--- src/rtl/reg_sel_pkg.sv ---
// Shared types and helpers for the register-select sequencer: state encoding,
// the "no register" all-ones code and the wrapping index increment.
package reg_sel_pkg;

    typedef enum logic [1:0] {
        ST_IDLE   = 2'd0,
        ST_STROBE = 2'd1,
        ST_SCAN   = 2'd2
    } state_t;

    localparam int unsigned MAX_REGS = 64;

    // Low n bits set: the inactive (no register) value of an n-bit active-low select bus.
    function automatic logic [MAX_REGS-1:0] no_reg_code(input int unsigned n);
        if (n >= MAX_REGS) begin
            return '1;
        end
        return (MAX_REGS'(1) << n) - MAX_REGS'(1);
    endfunction

    // Next register index, wrapping from n-1 back to 0.
    function automatic int unsigned wrap_inc(input int unsigned idx, input int unsigned n);
        if (idx + 1 >= n) begin
            return 0;
        end
        return idx + 1;
    endfunction

endpackage

--- src/rtl/onehot_n_decoder.sv ---
// Combinational active-low one-hot decoder; out-of-range indices give all ones.
module onehot_n_decoder #(
    parameter int unsigned SELECTION = 5,
    parameter int unsigned NUM_REGS  = 11
) (
    input  logic [SELECTION-1:0] idx,
    output logic [NUM_REGS-1:0]  deco
);

    always_comb begin
        deco = '1;
        for (int unsigned i = 0; i < NUM_REGS; i++) begin
            if (idx == SELECTION'(i)) begin
                deco[i] = 1'b0;
            end
        end
    end

endmodule

--- src/rtl/reg_select_sequencer.sv ---
// Register-file select sequencer: single strobes and autonomous index scans with
// hold, wrap-around and done pulse. Optional feature macro: REG_SEL_ERR_EN.
module reg_select_sequencer
    import reg_sel_pkg::*;
#(
    parameter int unsigned SELECTION = 5,
    parameter int unsigned NUM_REGS  = 11
) (
    input  logic                 CLOCK_50,
    input  logic                 RESET_InHigh,
    input  logic [SELECTION-1:0] sSelIn,
    input  logic                 sLoad,
    input  logic                 sScanStart,
    input  logic [SELECTION-1:0] sScanFirst,
    input  logic [SELECTION-1:0] sScanLast,
    input  logic                 sHold,
    output logic [NUM_REGS-1:0]  sOutDeco,
    output logic [SELECTION-1:0] sIndex,
    output logic                 sBusy,
    output logic                 sDone,
    output logic                 sErr
);

    localparam logic [NUM_REGS-1:0]  NO_REG  = NUM_REGS'(no_reg_code(NUM_REGS));
    localparam logic [SELECTION-1:0] MAX_IDX = SELECTION'(NUM_REGS - 1);

    state_t               state;
    logic [SELECTION-1:0] last_q;
    logic                 held_q;

    logic                 first_oor_c;
    logic                 last_oor_c;
    logic                 range_err_c;
    logic [SELECTION-1:0] first_c;
    logic [SELECTION-1:0] last_c;
    logic                 strobed_c;
    logic                 scan_end_c;
    logic [SELECTION-1:0] next_c;
    logic [SELECTION-1:0] dec_idx_c;
    logic [NUM_REGS-1:0]  dec_c;

    assign first_oor_c = 32'(sScanFirst) >= NUM_REGS;
    assign last_oor_c  = 32'(sScanLast)  >= NUM_REGS;

`ifdef REG_SEL_ERR_EN
    assign range_err_c = first_oor_c | last_oor_c;
    assign first_c     = sScanFirst;
    assign last_c      = sScanLast;
`else
    assign range_err_c = 1'b0;
    assign first_c     = first_oor_c ? MAX_IDX : sScanFirst;
    assign last_c      = last_oor_c  ? MAX_IDX : sScanLast;
`endif

    // A scan cycle that was not held has just driven a strobe at sIndex.
    assign strobed_c  = (state == ST_SCAN) && !held_q;
    assign scan_end_c = strobed_c && (sIndex == last_q);
    assign next_c     = strobed_c ? SELECTION'(wrap_inc(32'(sIndex), NUM_REGS)) : sIndex;

    // Index whose select is loaded into the output register at the coming edge.
    always_comb begin
        dec_idx_c = sIndex;
        case (state)
            ST_IDLE: dec_idx_c = sScanStart ? first_c : sSelIn;
            ST_SCAN: dec_idx_c = next_c;
            default: dec_idx_c = sIndex;
        endcase
    end

    onehot_n_decoder #(
        .SELECTION (SELECTION),
        .NUM_REGS  (NUM_REGS)
    ) u_dec (
        .idx  (dec_idx_c),
        .deco (dec_c)
    );

    always_ff @(posedge CLOCK_50) begin
        if (RESET_InHigh) begin
            state    <= ST_IDLE;
            sOutDeco <= NO_REG;
            sIndex   <= '0;
            sBusy    <= 1'b0;
            sDone    <= 1'b0;
            sErr     <= 1'b0;
            last_q   <= '0;
            held_q   <= 1'b0;
        end else begin
            sDone <= 1'b0;
            sErr  <= 1'b0;
            case (state)
                ST_IDLE: begin
                    sOutDeco <= NO_REG;
                    sBusy    <= 1'b0;
                    held_q   <= 1'b0;
                    if (sScanStart) begin
                        if (range_err_c) begin
                            sErr <= 1'b1;
                        end else begin
                            state    <= ST_SCAN;
                            sIndex   <= first_c;
                            last_q   <= last_c;
                            sOutDeco <= dec_c;
                            sBusy    <= 1'b1;
                        end
                    end else if (sLoad) begin
                        state    <= ST_STROBE;
                        sIndex   <= sSelIn;
                        sOutDeco <= dec_c;
                        sBusy    <= 1'b1;
                    end
                end
                ST_STROBE: begin
                    state    <= ST_IDLE;
                    sOutDeco <= NO_REG;
                    sBusy    <= 1'b0;
                    sDone    <= 1'b1;
                end
                ST_SCAN: begin
                    if (scan_end_c) begin
                        state    <= ST_IDLE;
                        sOutDeco <= NO_REG;
                        sBusy    <= 1'b0;
                        sDone    <= 1'b1;
                        held_q   <= 1'b0;
                    end else begin
                        sIndex   <= next_c;
                        held_q   <= sHold;
                        sOutDeco <= sHold ? NO_REG : dec_c;
                    end
                end
                default: begin
                    state    <= ST_IDLE;
                    sOutDeco <= NO_REG;
                    sBusy    <= 1'b0;
                end
            endcase
        end
    end

endmodule

--- config.mk ---
export PLATFORM = sky130hd
export DESIGN_NAME = reg_select_sequencer
export DESIGN_NICKNAME = d
export VERILOG_FILES = /design/src/rtl/reg_sel_pkg.sv /design/src/rtl/onehot_n_decoder.sv /design/src/rtl/reg_select_sequencer.sv
export SDC_FILE = /design/constraint.sdc
export NUM_CORES = 1
export LEC_CHECK = 0
export BUFFER_PORTS_ARGS = -buffer_cell sky130_fd_sc_hd__buf_2
export CAP_MARGIN = 5
export CORE_ASPECT_RATIO = 1.5
export CORE_UTILIZATION = 57
export DETAILED_ROUTE_END_ITERATION = 8
export PLACE_DENSITY = 0.95
export SETUP_SLACK_MARGIN = 0.4
export SYNTH_ARGS = -nofsm -noshare
export SYNTH_HDL_FRONTEND = slang
export SYNTH_SLANG_ARGS = --single-unit
export TNS_END_PERCENT = 50
--- constraint.sdc ---
create_clock -name CLOCK_50 -period 5.2 [get_ports CLOCK_50]
set_input_delay 1.3 -clock CLOCK_50 [delete_from_list [all_inputs] [get_ports CLOCK_50]]
set_output_delay 1.3 -clock CLOCK_50 [all_outputs]
set_load 0.02 [all_outputs]
==> results.ini <==
[status]
status=complete, no violations

[timing]
setup_viol=0
finalHoldViolCount=0
hold-worst-slack_ns=0.498
slew_violations=0
tightest_slew_ns=0.701
fin_crit_sh_pct=48.6
maxSlewHeadroom_pct=53.3
rsz0062_at_grt=false
fmax_ghz=0.396
layout_setup_ws_ns=2.67
finalSetupTns_ns=0
clock_skew_ns=0.00202
period_needed_ns=2.53

[job]
maxCapViolations=0

[floorplan]
dieWidth_um=45.2
start_util_pct=59.6
dieArea_mm2=0.00302
core_area_mm2=0.00268
num_rows=23
io_pins=39
dieHeight_um=66.8

[setup_path]
cp_slowest_cell=a32oi_1
path_cells=buf_2 -> inv_1 -> a32oi_1 -> nand3_1 -> a211oi_2 -> nand4_1
crit_required_ns=5.32
crit_path_max_incr_delay_ns=0.41
arrival_ns=2.65
crit_path_start_kind=input port
worstSetupPathType=input port to flop
cp_max_fo=15
cp-end-kind=flop

[synthesis]
synth-seq-cells=26
synthFlopType=dfxtp_1
synthesis.area_mm2=0.00160
synth_edf_count=0
async_flop_share_pct=0
ys_warn_count=0
yosysSeqAreaShare_pct=32.6
avgSynthCellArea_um2=8.86
postSynthNetCount=205
netlist_instances=180
ys_types=57

[route]
drt_wl_total_um=3480
drtIter0Drc=34
wl_per_cell_um=14.2
via_per_inst=6.07
dr.pass1.iters=4
ant_nets=0
post-route-drc-count=0
routed-via-count=1487

[grt]
grt_use_total_pct=25.0
antenna_found_initial=0
grt_pass1_vias=1363
grt-ovfl-total=0
grt_max_degree=18
grt_pass1_wl_um=5640

[finish]
fillers=238
fin_util_pct=66.9
insertedDiodeCount=0
finalNetCount=235
drive_above_1_share_pct=25.5
final_area_mm2=0.00179
areaGrowthSynthToFinish_pct=12.3

[pwr]
power.density_mw_per_mm2=308
power.leakage_nw=0.734
p_comb_share_pct=36.1
swShare_pct=37.8
cell_internal_pwr_w=0.000343
switching_power_w=0.000209
power_frac_clock_pct=20.5
seq_power_share_pct=43.4
irDropWorstVdd_mv=0.179

[place]
place_ws_ns=2.40
placed_area_mm2=0.00175
port_buffers=37
gp_congestion=0.861
dpl.hpwl_um=2700

[clock_network]
clock_sinks=26
ctsResizeCount=0
tritoncts=yes
cts_made_buffers=3
cts_max_path_buffers=2
holdBufCountCts=0
ctsRootBufferMaster=clkbuf_8
cts_setup_buffers=0
cts-htree-levels=1
clk_pin_slew_ns=0.09
clk-insertion-delay-late_ns=0.27

[min_path]
hold_class=flop to flop

metal layers:
metal  routed length (um)  global-route usage [%]
met1                 1360                    27.0
met2                 1900                    45.1
met3                  143                    2.98
met4                   75                    13.6
met5                    0                       0
sequential cells by signal, summed over array words and instances, names as in the netlist:
name      cells
sOutDeco     11
last_q        5
sIndex        5
state         2
held_q        1
sBusy         1
sDone         1
cells in the mapped netlist, types with 2 or more instances:
library cell / count / area (um2)
clkbuf_1: 2 / 7.51
nand4b_1: 2 / 17.5
nand4_1: 10 / 62.6
buf_4: 3 / 22.5
a22oi_1: 4 / 30.0
o21a_1: 2 / 15.0
xnor2_1: 5 / 43.8
nand3_1: 5 / 25.0
o21ai_0: 6 / 30.0
inv_1: 7 / 26.3
and3_1: 4 / 25.0
a31o_2: 2 / 17.5
buf_6: 2 / 22.5
o21ai_1: 2 / 10.0
a211oi_1: 4 / 30.0
nand2b_1: 3 / 18.8
and3b_1: 3 / 26.3
ha_1: 5 / 62.6
nand2_1: 7 / 26.3
buf_2: 4 / 20.0
and2_1: 3 / 18.8
nor3_1: 4 / 20.0
dfxtp_1: 26 / 521
nor2_1: 14 / 52.6
o211ai_1: 3 / 22.5
a21oi_1: 13 / 65.1
a21o_1: 5 / 37.5
worst max-delay path, delay by kind of cell:
| family | cells | cell delay, ns |
|---|---|---|
| compound gates | 2 | 0.71 |
| buf+inv | 2 | 0.35 |
| simple gates | 2 | 0.27 |
path summary, 6_finish.rpt:
check / startpoint / endpoint / slack (ns) / cells after the start
worst min-delay path: sBusy / sBusy / 0.50 / 2
worst min register to register: sBusy / sBusy / 0.50 / 2
worst max-delay path: sScanStart / sOutDeco[6] / 2.67 / 6
worst max register to register: state[1] / sOutDeco[6] / 2.86 / 7
cell type report:
class	instances	area (um2)	area share, %
flip-flops and latches	26	520	29.1
inverters	7	26.3	1.47
clock buffers	3	41.3	2.30
well taps	37	46.3	2.58
repair buffers	37	185	10.3
multi-input cells	135	972	54.3
cells by family (layout without fill, tap and decap cells):
group | Yosys count | count (layout) | synth area share [%]
fa+ha+maj | 5 | 5 | 3.92
buf+inv | 19 | 47 | 6.43
simple gates | 67 | 67 | 27.0
flops | 26 | 26 | 32.6
mux | 3 | 3 | 2.43
xor+xnor | 6 | 6 | 3.29
compound gates | 53 | 53 | 24.1
other cells | 1 | 1 | 0.235
layout by cell type, fill, tap and decap left out, types with 5 or more instances in the layout:
master / count
xnor2_1: 5
o21ai_0: 6
nor2_1: 14
ha_1: 5
inv_1: 7
dfxtp_1: 26
a21oi_1: 13
nand4_1: 10
nand2_1: 7
buf_2: 37
a21o_1: 5
nand3_1: 5
power groups by stage:
stage	sequential (W)	clock [W]	combinational, W
floorplan	0.000243	0	0.000160
global placement	0.000243	0	0.000193
detailed placement	0.000244	0	0.000197
CTS	0.000239	0.000112	0.000198
global route	0.000242	0.000121	0.000219
finish	0.000240	0.000113	0.000199
metrics by stage:
| step | instances | total power (W) |
|---|---|---|
| after floorplan | 180 | 0.000403 |
| after global placement | 242 | 0.000436 |
| after detailed placement | 242 | 0.000440 |
| after CTS | 245 | 0.000548 |
| after global routing | 245 | 0.000583 |
| final | 245 | 0.000552 |
(Power assumes the default switching activity.)
